### src/rtl/alarm_controller.sv
// Alarm sequencer for the wall clock: edits alarm hour/minute from debounced
// button pulses, arms, detects the alarm minute, rings, snoozes and dismisses.
//
// Ports:
//   clk, rst_n        system clock, asynchronous active-low reset
//   tick_1hz          one-cycle pulse per second
//   up/down/center    debounced one-cycle button pulses
//   cur_hour/min/sec  running time of day
//   alarm_hour/min    stored alarm time
//   buzzer            buzzer drive
//   show_alarm        high while the alarm time is being edited
//   edit_field        00 none, 01 hour, 10 minute
//   armed             high in ARMED, RINGING or SNOOZE
module alarm_controller #(
   parameter int unsigned DEF_HOUR   = 6,
   parameter int unsigned DEF_MIN    = 0,
   parameter int unsigned RING_SECS  = 60,
   parameter int unsigned SNOOZE_MIN = 5
) (
   input  logic       clk,
   input  logic       rst_n,
   input  logic       tick_1hz,
   input  logic       up_pulse,
   input  logic       down_pulse,
   input  logic       center_pulse,
   input  logic [4:0] cur_hour,
   input  logic [5:0] cur_min,
   input  logic [5:0] cur_sec,
   output logic [4:0] alarm_hour,
   output logic [5:0] alarm_min,
   output logic       buzzer,
   output logic       show_alarm,
   output logic [1:0] edit_field,
   output logic       armed
);

   localparam int unsigned HOUR_W        = 5;
   localparam int unsigned MIN_W         = 6;
   localparam int unsigned RING_W        = 8;
   localparam int unsigned SNOOZE_W      = 12;
   localparam int unsigned SNOOZE_RELOAD = SNOOZE_MIN * 60;

   typedef enum logic [2:0] {
      IDLE     = 3'd0,
      SET_HOUR = 3'd1,
      SET_MIN  = 3'd2,
      ARMED    = 3'd3,
      RINGING  = 3'd4,
      SNOOZE   = 3'd5
   } state_t;

   state_t              state, state_nxt;
   logic [HOUR_W-1:0]   hour_nxt;
   logic [MIN_W-1:0]    min_nxt;
   logic [RING_W-1:0]   ring_cnt, ring_nxt;
   logic [SNOOZE_W-1:0] snooze_cnt, snooze_nxt;
   logic                buzzer_nxt;
   logic                show_nxt;
   logic [1:0]          field_nxt;
   logic                armed_nxt;
   logic                match, match_d, trigger;
   logic                inc, dec, any_ud;

   // One trigger per matching minute: rising edge of the match condition.
   assign match   = (cur_hour == alarm_hour) && (cur_min == alarm_min) && (cur_sec == MIN_W'(0));
   assign trigger = match && !match_d;

   // Simultaneous up and down cancel each other.
   assign inc    = up_pulse & ~down_pulse;
   assign dec    = down_pulse & ~up_pulse;
   assign any_ud = up_pulse | down_pulse;

   // State and datapath registers.
   always_ff @(posedge clk or negedge rst_n) begin
      if (!rst_n) begin
         state      <= IDLE;
         alarm_hour <= HOUR_W'(DEF_HOUR);
         alarm_min  <= MIN_W'(DEF_MIN);
         ring_cnt   <= '0;
         snooze_cnt <= '0;
         match_d    <= 1'b0;
         buzzer     <= 1'b0;
         show_alarm <= 1'b0;
         edit_field <= 2'b00;
         armed      <= 1'b0;
      end else begin
         state      <= state_nxt;
         alarm_hour <= hour_nxt;
         alarm_min  <= min_nxt;
         ring_cnt   <= ring_nxt;
         snooze_cnt <= snooze_nxt;
         match_d    <= match;
         buzzer     <= buzzer_nxt;
         show_alarm <= show_nxt;
         edit_field <= field_nxt;
         armed      <= armed_nxt;
      end
   end

   // Next state, edited values, counters and buzzer.
   always_comb begin
      state_nxt  = state;
      hour_nxt   = alarm_hour;
      min_nxt    = alarm_min;
      ring_nxt   = ring_cnt;
      snooze_nxt = snooze_cnt;
      buzzer_nxt = buzzer;

      unique case (state)
         IDLE: begin
            buzzer_nxt = 1'b0;
            if (center_pulse) state_nxt = SET_HOUR;
         end
         SET_HOUR: begin
            if (center_pulse) begin
               state_nxt = SET_MIN;
            end else if (inc) begin
               hour_nxt = (alarm_hour == HOUR_W'(23)) ? '0 : alarm_hour + HOUR_W'(1);
            end else if (dec) begin
               hour_nxt = (alarm_hour == '0) ? HOUR_W'(23) : alarm_hour - HOUR_W'(1);
            end
         end
         SET_MIN: begin
            if (center_pulse) begin
               state_nxt = ARMED;
            end else if (inc) begin
               min_nxt = (alarm_min == MIN_W'(59)) ? '0 : alarm_min + MIN_W'(1);
            end else if (dec) begin
               min_nxt = (alarm_min == '0) ? MIN_W'(59) : alarm_min - MIN_W'(1);
            end
         end
         ARMED: begin
            buzzer_nxt = 1'b0;
            if (center_pulse) begin
               state_nxt = IDLE;
            end else if (trigger) begin
               state_nxt  = RINGING;
               ring_nxt   = '0;
               buzzer_nxt = 1'b1;
            end
         end
         RINGING: begin
            // Buttons take precedence over a same-cycle tick.
            if (center_pulse) begin
               state_nxt  = ARMED;
               buzzer_nxt = 1'b0;
            end else if (any_ud) begin
               state_nxt  = SNOOZE;
               snooze_nxt = SNOOZE_W'(SNOOZE_RELOAD);
               buzzer_nxt = 1'b0;
            end else if (tick_1hz) begin
               if (ring_cnt == RING_W'(RING_SECS - 1)) begin
                  state_nxt  = ARMED;
                  buzzer_nxt = 1'b0;
               end else begin
                  ring_nxt   = ring_cnt + RING_W'(1);
                  buzzer_nxt = ~buzzer;
               end
            end
         end
         SNOOZE: begin
            buzzer_nxt = 1'b0;
            if (center_pulse) begin
               state_nxt = ARMED;
            end else if (tick_1hz) begin
               if (snooze_cnt == SNOOZE_W'(1)) begin
                  state_nxt  = RINGING;
                  ring_nxt   = '0;
                  buzzer_nxt = 1'b1;
               end else begin
                  snooze_nxt = snooze_cnt - SNOOZE_W'(1);
               end
            end
         end
         default: begin
            state_nxt  = IDLE;
            buzzer_nxt = 1'b0;
         end
      endcase

      // Status flags follow the state being entered so they line up with it.
      show_nxt  = (state_nxt == SET_HOUR) || (state_nxt == SET_MIN);
      field_nxt = (state_nxt == SET_HOUR) ? 2'b01 :
                  (state_nxt == SET_MIN)  ? 2'b10 : 2'b00;
      armed_nxt = (state_nxt == ARMED) || (state_nxt == RINGING) || (state_nxt == SNOOZE);
   end

endmodule

### config.mk
export PLATFORM = sky130hd
export DESIGN_NAME = alarm_controller
export DESIGN_NICKNAME = d
export VERILOG_FILES = /design/src/rtl/alarm_controller.sv
export SDC_FILE = /design/constraint.sdc
export NUM_CORES = 1
export LEC_CHECK = 0
export ABC_CLOCK_PERIOD_IN_PS = 5700
export BUFFER_PORTS_ARGS = -buffer_cell sky130_fd_sc_hd__buf_2
export CAP_MARGIN = 40
export CORE_ASPECT_RATIO = 1.1
export CORE_MARGIN = 5
export CORE_UTILIZATION = 35
export CTS_CLUSTER_DIAMETER = 50
export DETAILED_ROUTE_END_ITERATION = 6
export GPL_ROUTABILITY_DRIVEN = 1
export GPL_TIMING_DRIVEN = 0
export PLACE_DENSITY_LB_ADDON = 0.2
export SLEW_MARGIN = 20
export SYNTH_ARGS = -nofsm -noshare
export SYNTH_HDL_FRONTEND = slang
export SYNTH_SLANG_ARGS = --single-unit
### constraint.sdc
create_clock -name clk -period 5.7 [get_ports clk]
set_input_delay 0.57 -clock clk [delete_from_list [all_inputs] [get_ports clk]]
set_output_delay 0.57 -clock clk [all_outputs]
set_load 0.01 [all_outputs]
=== After elaboration in Yosys (flattened, before gate mapping) ===
Index checks and enable logic that the tools add are counted.

* Flip-flop bits (word level): 40
* Input bits: 23
* Output and inout port bits: 16
* Logic and storage cells: 121

* Add/subtract/negate cells: 6
* Equality and inequality tests: 28
* Muxes and demuxes: 49
* Bitwise gates (word level): 8
* Reductions and logical operators: 20

{| class="wikitable"
|+ Operators by type and width
! operator !! count
|-
| 8-bit 2-to-1 mux || 9
|-
| 12-bit 2-to-1 mux || 5
|-
| 3-bit 2-to-1 mux || 12
|-
| 6-bit 2-to-1 mux || 4
|-
| 12-bit one-hot mux with 2 select lines || 1
|-
| 8-bit one-hot mux with 3 select lines || 1
|-
| 2-bit != test, second input constant || 11
|-
| 5-bit 2-to-1 mux || 4
|-
| 3-bit one-hot mux with 6 select lines || 1
|-
| 12-bit by 1-bit == test with 1-bit output, second input constant || 1
|-
| 3-bit by 2-bit == test with 1-bit output, second input constant || 4
|-
| 3-bit == test, second input constant || 4
|-
| 6-bit logical NOT || 2
|-
| 12-bit by 1-bit subtractor with 12-bit output, second input constant || 1
|-
| 10-bit AND reduction || 1
|-
| 1-bit 2-to-1 mux || 9
|-
| 8-bit by 1-bit adder with 8-bit output, second input constant || 1
|-
| 8-bit by 6-bit == test with 1-bit output, second input constant || 1
|-
| 6-bit by 1-bit adder with 6-bit output, second input constant || 1
|-
| 3-bit by 1-bit == test with 1-bit output, second input constant || 2
|-
| 6-bit == test || 1
|-
| 6-bit == test, second input constant || 1
|-
| 3-bit AND reduction || 2
|-
| 6-bit AND reduction || 1
|-
| other kinds (20) || 31
|}

=== Logic depth before layout (Yosys ltp) ===
Gate-level depths: netlist (run 1).

* Depth after elaboration: 10
* Depth in mapped cells: 9
* Gate-level depth less buffers: 8

=== Least setup slack after synthesis (run 1) ===
OpenSTA, ideal clock, no wires.

* Path kind: in2reg
* From: input port up_pulse
* To: register snooze_cnt[10]
* Library setup time: 78 ps
* Arrival time: 2047 ps
* Data required time: 5622 ps
* Setup slack: 3575 ps
* Stages on the path: 7
* Buffers on the path: 0
* Cells stage by stage: inv_1 ha_1 nor2b_2 nor4_4 nand4_1 or3_1 a21oi_1

* Word-level cells in the longest chain between the ends: 3

{| class="wikitable"
|+ RTL lines
! what !! line !! source
|-
| from (decl) || 23 || <nowiki>input logic up_pulse,</nowiki>
|-
| 1-bit OR || 71 || <nowiki>assign any_ud = up_pulse | down_pulse;</nowiki>
|-
| 2-bit != test (no source line) || - ||
|-
| 6-bit AND reduction (no source line) || - ||
|-
| to (signal assigned) || 91 || <nowiki>snooze_cnt <= snooze_nxt;</nowiki>
|-
| to (decl) || 56 || <nowiki>logic [SNOOZE_W-1:0] snooze_cnt, snooze_nxt;</nowiki>
|}

Every way passes these cells.
A chain may end at the register's enable or synchronous reset.

=== Final worst setup path (run 1) ===
Same ends and word-level chain as after synthesis.

==> results.yml, run 1 <==
synth:
  postSynthCellCount: 318
  synth_fp_nets: 351
  ys_seq_area_share_pct: 36.3
  yosysWarnings: 0
  syn_area_um2: 2770
  synthTopCellsByCount: "dfrtp_1, nand2_1, o21ai_0, nor2_1, inv_1"
  yosys.area.top_type: "dfrtp_1"
  ys_ff_latch: 40
  syn_area_per_cell_um2: 8.70
  synth_edf_count: 0
  synth_area_leaders: "dfrtp_1, o21ai_0, nand2_1"
  ys.flop_type: "dfrtp_1"
  synthArstFlopShare_pct: 100
  synth.distinct_cells: 64
  post-synth-top-count-cell: "dfrtp_1"
  synth_top_area_share_pct: 34.4
sta:
  finClkSkew_ns: 0.00543
  period_needed_ns: 2.13
  finalHoldViolCount: 0
  relSlewSlack_pct: 65.3
  tns_ns: 0
  max_slew.worst_pin.slew_ns: 0.521
  period_share_pct: 37.4
  finalMaxSlewViolations: 0
  clock.fmax_mhz: 470
  setup_ws_ns: 3.57
  fin_hold_ws_ns: 0.238
  grt_setup_unrepaired: "no"
  setup_viol: 0
power:
  power.static_leakage_nw: 1.42
  powerDensity_nw_per_um2: 378
  finalPower_mw: 1.23
  vdd_drop_max_uv: 221
route:
  post_drt_wl_per_cell_um: 14.0
  via_per_inst: 5.27
  post-route-drc-count: 0
  firstDrtPassIters: 4
  drt-total-wl_um: 6620
  antenna_left: 0
  drt_iter0_markers: 133
  routed-via-count: 2497
worst_setup_path:
  reg2reg_to: "ring_cnt[6]"
  r2r_setup_slack_ns: 3.61
  r2r-start: "snooze_cnt[1]"
  cp-start-kind: "primary input"
  worstSetupEndpoint: "snooze_cnt[10]"
  worstPathRequired_ns: 5.92
  cp_max_fo: 7
  setup.worst_path.start: "up_pulse"
  cp-end-kind: "flip-flop"
  crit_type: "in2reg"
  worstPathArrival_ns: 2.35
  worst-r2r-cell-count: 8
clock_network:
  cts.clk_slew.worst_paths_ns: 0.08
  cts_tree: "done"
  root_buffer: "clkbuf_8"
  cts.sinks: 40
  h-tree-depth: 2
  cts_buffer_depth: 2
  worst_skew_pair.late_latency_ns: 0.29
  hold_buffers: 0
  cts_made_buffers: 5
  cts_setup_buffers: 0
  ctsResizeCount: 0
global_routing:
  grt_pass1_vias: 2417
  grt_max_degree: 22
  antenna_found_initial: 0
  grt_pass1_wl_um: 11400
  track_usage_pct: 14.6
  overflow: 0
floorplan:
  die_y_um: 103
  die_w_um: 94.7
  num_rows: 34
  start_util_pct: 35.3
  ios: 39
  dieArea_um2: 9780
  core_um2: 7830
placement:
  portBuffers: 38
  dp_hpwl_um: 5020
  dp_cells: 466
  gp_congestion: 0.801
  place_ws_ns: 3.24
  place_area_um2: 3120
layout:
  final-instance-count-excl-fill: 474
  drive_gt1_share_pct: 20.5
  n_antenna_cell: 0
  utilization_pct: 41.5
  stdcell_area_um2: 3250
  syn_to_final_growth_pct: 17.5
  fin_nets: 398
  fillCellCount: 824
outcome:
  status: "finished clean"
hold_path:
  min_path_type: "in2async"
flow_run:
  cap_violations: 0
==> metal layers <==
layer / vias up / part of all wire [%] / GRT usage (%)
li1: 1245 / - / -
met1: 1184 / 47 / 19.8
met2: 61 / 47 / 24.1
met3: 7 / 4.7 / 2.53
met4: 0 / 1.0 / 3.55
met5: - / 0 / 0
==> registers in the layout, summed over array words and instances (netlist names) <==
| register | flops |
|---|---|
| snooze_cnt | 12 |
| ring_cnt | 8 |
| alarm_min | 6 |
| alarm_hour | 5 |
| state | 3 |
| edit_field | 2 |
| armed | 1 |
| buzzer | 1 |
| match_d | 1 |
| show_alarm | 1 |
==> worst max-delay path, cell delays in order <==
cell     delay [ns]
buf_2          0.09
inv_1          0.04
ha_1           0.25
nor2b_2        0.20
nor4_4         0.44
nand4_1        0.26
or3_1          0.36
a21oi_1        0.14
==> logic make-up after synthesis <==
kind of cell	share of synthesized area [%]
compound gates	19.5
xor+xnor	6.33
fa+ha+maj	4.52
buf+inv	4.48
flops	36.3
mux	0.362
simple gates	28.5
==> layout make-up <==
cell class | count | area (um^2) | area share (%)
clock inverters | 1 | 30.0 | 0.924
inverters | 15 | 56.3 | 1.73
flip-flops and latches | 40 | 1000 | 30.9
multi-input cells | 248 | 1640 | 50.4
well taps | 108 | 135 | 4.16
repair buffers | 40 | 223 | 6.85
clock buffers | 7 | 96.3 | 2.96
plain buffers | 15 | 67.6 | 2.08
==> power by group <==
group / switching (mW) / internal (mW)
clock network: 0.107 / 0.155
registers: 0.0709 / 0.353
logic: 0.318 / 0.225
==> worst min path at each step <==
stage / start / to / slack [ns]
5_1_grt: rst_n / ring_cnt[3] / 0.29
2_1_floorplan: rst_n / alarm_hour[0] / 0.27
4_1_cts: rst_n / ring_cnt[2] / 0.26
6_report: rst_n / ring_cnt[3] / 0.24
3_3_place_gp: snooze_cnt[1] / snooze_cnt[1] / 0.53
3_5_place_dp: snooze_cnt[8] / snooze_cnt[8] / 0.54
==> cell usage in the layout (no fill, tap or decap), types with 2 or more instances in the layout <==
cell	instances
a21o_1	3
a21oi_1	14
a221oi_1	2
a31oi_1	5
a32oi_1	2
and3_1	4
buf_2	42
clkbuf_1	11
clkbuf_8	7
dfrtp_1	38
dfstp_2	2
ha_1	10
inv_1	15
nand2_1	34
nand2b_1	3
nand3_1	11
nand3b_1	2
nand4_1	6
nand4b_1	3
nor2_1	25
nor2b_1	3
nor2b_2	2
nor3_1	9
nor4_1	6
nor4_2	3
nor4_4	2
o21ai_0	28
o22a_1	5
o31ai_1	5
or2_1	4
or2_2	2
or3_1	5
xnor2_1	9
xor2_1	11
(Power assumes the default switching activity.)
==> inputs of run 2 (changes only) <==
--- a/config.mk
+++ b/config.mk
@@ -5,7 +5,7 @@
 export SDC_FILE = /design/constraint.sdc
 export NUM_CORES = 1
 export LEC_CHECK = 0
-export ABC_CLOCK_PERIOD_IN_PS = 5700
+export ABC_CLOCK_PERIOD_IN_PS = 2100
 export BUFFER_PORTS_ARGS = -buffer_cell sky130_fd_sc_hd__buf_2
 export CAP_MARGIN = 40
 export CORE_ASPECT_RATIO = 1.1
==> constraint.sdc (replaced) <==
create_clock -name clk -period 2.1 [get_ports clk]
set_input_delay 0.21 -clock clk [delete_from_list [all_inputs] [get_ports clk]]
set_output_delay 0.21 -clock clk [all_outputs]
set_load 0.01 [all_outputs]
==> run 2 against run 1 <==
  * Register-to-register slack got worse by 3.5 ns
  * Clock skew about the same
  * Combinational power increased to 2.7 times the previous value
  * Critical path type is now reg2reg
  * Sequential share of layout area decreased by 0.27 points
  * Largest power group unchanged
==> results.yml, run 2 (synthesis results as in run 1) <==
outcome:
  status: "finished clean"
sta:
  relSlewSlack_pct: 64.9
  grt_setup_unrepaired: "no"
  period_share_pct: 93.8
  finalHoldViolCount: 0
  finalMaxSlewViolations: 0
  setup_viol: 0
  clock.fmax_mhz: 507
  period_needed_ns: 1.97
  tns_ns: 0
  finClkSkew_ns: 0.00585
  max_slew.worst_pin.slew_ns: 0.527
floorplan:
  num_rows: 34
  die_y_um: 103
  start_util_pct: 35.3
  die_w_um: 94.7
  dieArea_um2: 9780
  ios: 39
  core_um2: 7830
route:
  met2_length_um: 3130
  top_layer_used: "met4"
  antenna_left: 0
  via_per_inst: 5.25
  routed-via-count: 2490
  drt_iter0_markers: 126
  post_drt_wl_per_cell_um: 14.0
  drt-total-wl_um: 6610
  firstDrtPassIters: 4
  post-route-drc-count: 0
  met3_length_um: 332
  m1WireLength_um: 3080
global_routing:
  track_usage_pct: 14.6
  overflow: 0
  grt_pass1_vias: 2434
  antenna_found_initial: 0
  grt_max_degree: 22
  grt_pass1_wl_um: 11500
worst_setup_path:
  reg2reg_to: "ring_cnt[6]"
  crit_type: "reg2reg"
  cp-end-kind: "flip-flop"
  r2r_setup_slack_ns: 0.13
  worstSetupEndpoint: "ring_cnt[6]"
  cp-start-kind: "flip-flop"
  cp_max_fo: 7
  setup.worst_path.start: "snooze_cnt[4]"
  worstPathRequired_ns: 2.34
  worstPathArrival_ns: 2.21
  worst-r2r-cell-count: 6
  r2r-start: "snooze_cnt[4]"
power:
  vdd_drop_max_uv: 598
  internal-power_mw: 1.99
  power.static_leakage_nw: 1.43
  powerDensity_nw_per_um2: 1020
  power.share.clock_pct: 21.2
  seqPwrFrac_pct: 34.9
  p_comb_share_pct: 43.8
  p_sw_mw: 1.35
  p_sw_share_pct: 40.5
clock_network:
  cts_buffer_depth: 2
  cts_setup_buffers: 0
  cts_tree: "done"
  h-tree-depth: 2
  cts.clk_slew.worst_paths_ns: 0.09
  root_buffer: "clkbuf_8"
  cts_made_buffers: 5
  cts.sinks: 40
  worst_skew_pair.late_latency_ns: 0.29
layout:
  largest_reg_flops: 12
  layout_common_cells: "buf_2, dfrtp_1, nand2_1"
  layout_commonest_cell: "buf_2"
  stdcell_area_um2: 3280
  regMostFlops: "snooze_cnt"
  utilization_pct: 41.9
  drive_gt1_share_pct: 21.0
  fin_nets: 398
  largestRegisters: "snooze_cnt: 12 flops, ring_cnt: 8 flops, alarm_min: 6 flops"
  final-instance-count-excl-fill: 474
  syn_to_final_growth_pct: 18.6
  n_antenna_cell: 0
  fillCellCount: 820
hold_path:
  min_path_type: "in2reg"
placement:
  dp_hpwl_um: 5020
  dp_cells: 466
  place_area_um2: 3120
  gp_congestion: 0.801
  portBuffers: 38
flow_run:
  cap_violations: 0
==> run 2: how the worst min path moves through the flow <==
stage               start             to  slack [ns]  cells after the start
5_1_grt        cur_sec[3]        match_d        0.41                      5
6_report         tick_1hz         buzzer        0.37                      4
3_3_place_gp        rst_n    ring_cnt[5]        0.41                      1
4_1_cts          tick_1hz         buzzer        0.36                      4
3_5_place_dp        rst_n    ring_cnt[2]        0.22                      1
2_1_floorplan       rst_n  alarm_hour[0]       -0.09                      0
==> run 2: what timing repair did <==
action                                 in CTS  in global routing
hold buffers                                1                  0
gates resized for setup                     2                  1
setup endpoints to repair                   5                  8
endpoints found under the hold margin      19                  0
pin swaps                                   0                  2
==> run 2: layer usage <==
layer / vias to the layer above / global-route usage [%]
met1: 1170 / 19.7
met2: 66 / 24.3
li1: 1247 / -
met5: - / 0
met4: 0 / 3.55
met3: 7 / 2.53
==> run 2: final cells by class <==
class                           instances  area (um^2)  area share [%]
Buffer                                 14         63.8            1.95
Clock buffer                            7         96.3            2.94
Clock inverter                          1         30.0           0.916
Inverter                               15         56.3            1.72
Multi-Input combinational cell        248         1660            50.6
Sequential cell                        40         1000            30.6
Tap cell                              108          135            4.12
Timing Repair Buffer                   41          233            7.10
==> run 2: power groups by stage <==
stage | sequential [mW] | combinational [mW] | clock, mW
5_1_grt | 1.21 | 1.65 | 0.754
6_report | 1.17 | 1.47 | 0.711
2_1_floorplan | 1.20 | 0.987 | 0
3_5_place_dp | 1.17 | 1.48 | 0
3_3_place_gp | 1.17 | 1.46 | 0
4_1_cts | 1.15 | 1.50 | 0.730
==> run 2: worst max-delay path, stage by stage, from the launching register on <==
cell and delay, ns:
dfrtp_1 0.44, nor4_4 0.40, a31oi_2 0.22, nor3_4 0.27
nand3_4 0.16, o41ai_2 0.31, a21o_1 0.11
==> run 2: per-stage QoR <==
step | worst slack (ns) | hold slack (ns) | power (mW)
2_1_floorplan | 0.272 | -0.0856 | 2.18
3_3_place_gp | 0.00159 | 0.415 | 2.63
3_5_place_dp | 0.00102 | 0.222 | 2.64
4_1_cts | 0.0318 | 0.356 | 3.38
5_1_grt | 0.0124 | 0.410 | 3.61
6_report | 0.129 | 0.371 | 3.35
==> inputs of run 3 (changes only) <==
--- a/config.mk
+++ b/config.mk
@@ -5,7 +5,7 @@
 export SDC_FILE = /design/constraint.sdc
 export NUM_CORES = 1
 export LEC_CHECK = 0
-export ABC_CLOCK_PERIOD_IN_PS = 2100
+export ABC_CLOCK_PERIOD_IN_PS = 2400
 export BUFFER_PORTS_ARGS = -buffer_cell sky130_fd_sc_hd__buf_2
 export CAP_MARGIN = 40
 export CORE_ASPECT_RATIO = 1.1
==> constraint.sdc (replaced) <==
create_clock -name clk -period 2.4 [get_ports clk]
set_input_delay 0.24 -clock clk [delete_from_list [all_inputs] [get_ports clk]]
set_output_delay 0.24 -clock clk [all_outputs]
set_load 0.01 [all_outputs]
==> run 3 against run 2 <==
  * Critical path depth rose by 2
  * Global-route usage is essentially flat
  * First-iteration DRC count is 9.5% higher
  * Critical endpoint unchanged
  * Largest cell class unchanged
  * Largest power group unchanged
  * Highest routed layer unchanged
==> results.yml, run 3 (synthesis results as in run 1) <==
placement:
  place_ws_ns: 0.271
  portBuffers: 38
  dp_hpwl_um: 5020
  gp_congestion: 0.801
floorplan:
  start_util_pct: 35.3
  die_w_um: 94.7
  dieArea_um2: 9780
  core_um2: 7830
  num_rows: 34
  die_y_um: 103
  ios: 39
clock_network:
  h-tree-depth: 2
  ctsResizeCount: 0
  cts_tree: "done"
  root_buffer: "clkbuf_8"
  cts_made_buffers: 5
  hold_buffers: 1
  cts_setup_buffers: 0
  cts.sinks: 40
  cts_buffer_depth: 2
  worst_skew_pair.late_latency_ns: 0.29
  cts.clk_slew.worst_paths_ns: 0.08
route:
  drt-total-wl_um: 6640
  drt_iter0_markers: 138
  via_per_inst: 5.27
  antenna_left: 0
  routed-via-count: 2504
  firstDrtPassIters: 4
  post-route-drc-count: 0
  post_drt_wl_per_cell_um: 14.0
worst_setup_path:
  setup.worst_path.start: "snooze_cnt[1]"
  cp-end-kind: "flip-flop"
  r2r_setup_slack_ns: 0.31
  worst-r2r-cell-count: 8
  worstPathRequired_ns: 2.64
  slowest_delay_ns: 0.41
  r2r-start: "snooze_cnt[1]"
  crit_type: "reg2reg"
  crit_chain: "inv_1 -> ha_1 -> nor3b_1 -> a31oi_2 -> nor3_4 -> nand3_4 -> o41ai_2 -> a21o_1"
  worstPathArrival_ns: 2.33
  reg2reg_to: "ring_cnt[6]"
  cp-start-kind: "flip-flop"
  worstSetupEndpoint: "ring_cnt[6]"
  cp_max_fo: 7
  slowest_stage: "dfrtp_1"
power:
  p_sw_share_pct: 40.3
  power.static_leakage_nw: 1.42
  vdd_drop_max_uv: 525
  power.share.clock_pct: 21.3
  powerDensity_nw_per_um2: 895
  p_sw_mw: 1.18
  internal-power_mw: 1.74
  p_comb_share_pct: 44.2
  seqPwrFrac_pct: 34.5
sta:
  period_share_pct: 87.1
  finalMaxSlewViolations: 0
  setup_viol: 0
  max_slew.worst_pin.slew_ns: 0.524
  clock.fmax_mhz: 478
  finClkSkew_ns: 0.00504
  tns_ns: 0
  setup_ws_ns: 0.308
  finalHoldViolCount: 0
  period_needed_ns: 2.09
  relSlewSlack_pct: 65.1
  grt_setup_unrepaired: "no"
global_routing:
  busiest_layer: "met2"
  grtUsageMet2_pct: 24.1
  track_usage_pct: 14.6
  grt_max_degree: 22
  overflow: 0
  grt_pass1_vias: 2423
  grt_pass1_wl_um: 11400
  grt.met1_usage_pct: 19.8
  antenna_found_initial: 0
  met3_usage_pct: 2.53
layout:
  layout_common_cells: "buf_2, dfrtp_1, nand2_1"
  largestRegisters: "snooze_cnt: 12 flops, ring_cnt: 8 flops, alarm_min: 6 flops"
  drive_gt1_share_pct: 20.4
  largest_reg_flops: 12
  regMostFlops: "snooze_cnt"
  regArea_um2: 1000
  fin_nets: 399
  multi_input_area_um2: 1640
  syn_to_final_growth_pct: 17.9
  layout_commonest_cell: "buf_2"
  fillCellCount: 823
  n_antenna_cell: 0
hold_path:
  min_path_type: "in2reg"
  hp-start: "tick_1hz"
  hold_depth: 4
flow_run:
  cap_violations: 0
outcome:
  status: "finished clean"
## run 3: changes by cell type in the layout (fill, tap and decap cells not counted)
cell	change
clkbuf_1	+1
nor3b_1	+1
nor3b_2	-1
nor4_1	+1
nor4_2	-1
o221ai_2	+1
o221ai_4	-1
## run 3: worst min-delay path by stage
stage | end | slack (ns)
floorplan | alarm_hour[0] | -0.06
global placement | ring_cnt[5] | 0.44
detailed placement | ring_cnt[2] | 0.25
CTS | buzzer | 0.39
global route | match_d | 0.44
finish | buzzer | 0.41
## run 3: per-stage QoR
step / instances / util, % / instance area, um^2 / power (mW) / hold slack [ns]
4_1_cts: 475 / 41.6 / 3260 / 2.95 / 0.386
3_5_place_dp: 466 / 39.9 / 3120 / 2.31 / 0.252
2_1_floorplan: 318 / - / 2770 / 1.91 / -0.0556
3_3_place_gp: 464 / 39.5 / 3090 / 2.30 / 0.445
6_report: 475 / 41.6 / 3260 / 2.92 / 0.406
5_1_grt: 475 / 41.6 / 3260 / 3.14 / 0.440
## run 3: final cells by class
type,count,area share (%)
multi-input cells,248,50.2
well taps,108,4.15
inverters,15,1.73
clock buffers,7,2.96
repair buffers,41,7.14
flip-flops and latches,40,30.8
plain buffers,15,2.07
clock inverters,1,0.921
## run 3: worst max-delay path, delay by kind of cell, from the launching register on
| family | cells | cell delay (ns) |
|---|---|---|
| fa+ha+maj | 1 | 0.14 |
| buf+inv | 1 | 0.09 |
| simple gates | 3 | 0.74 |
| flops | 1 | 0.41 |
| compound gates | 3 | 0.64 |
## run 3: routing by layer
layer  share of wire [%]  vias to the layer above
met3                 4.7                        9
met1                  47                     1186
met4                 1.2                        0
li1                    -                     1247
met2                  47                       62
met5                   0                        -
## run 3: power by group through the flow
stage | clock network, mW | logic [mW] | registers [mW]
finish | 0.621 | 1.29 | 1.01
global route | 0.660 | 1.45 | 1.04
global placement | 0 | 1.27 | 1.02
floorplan | 0 | 0.864 | 1.05
detailed placement | 0 | 1.29 | 1.02
CTS | 0.639 | 1.30 | 1.01
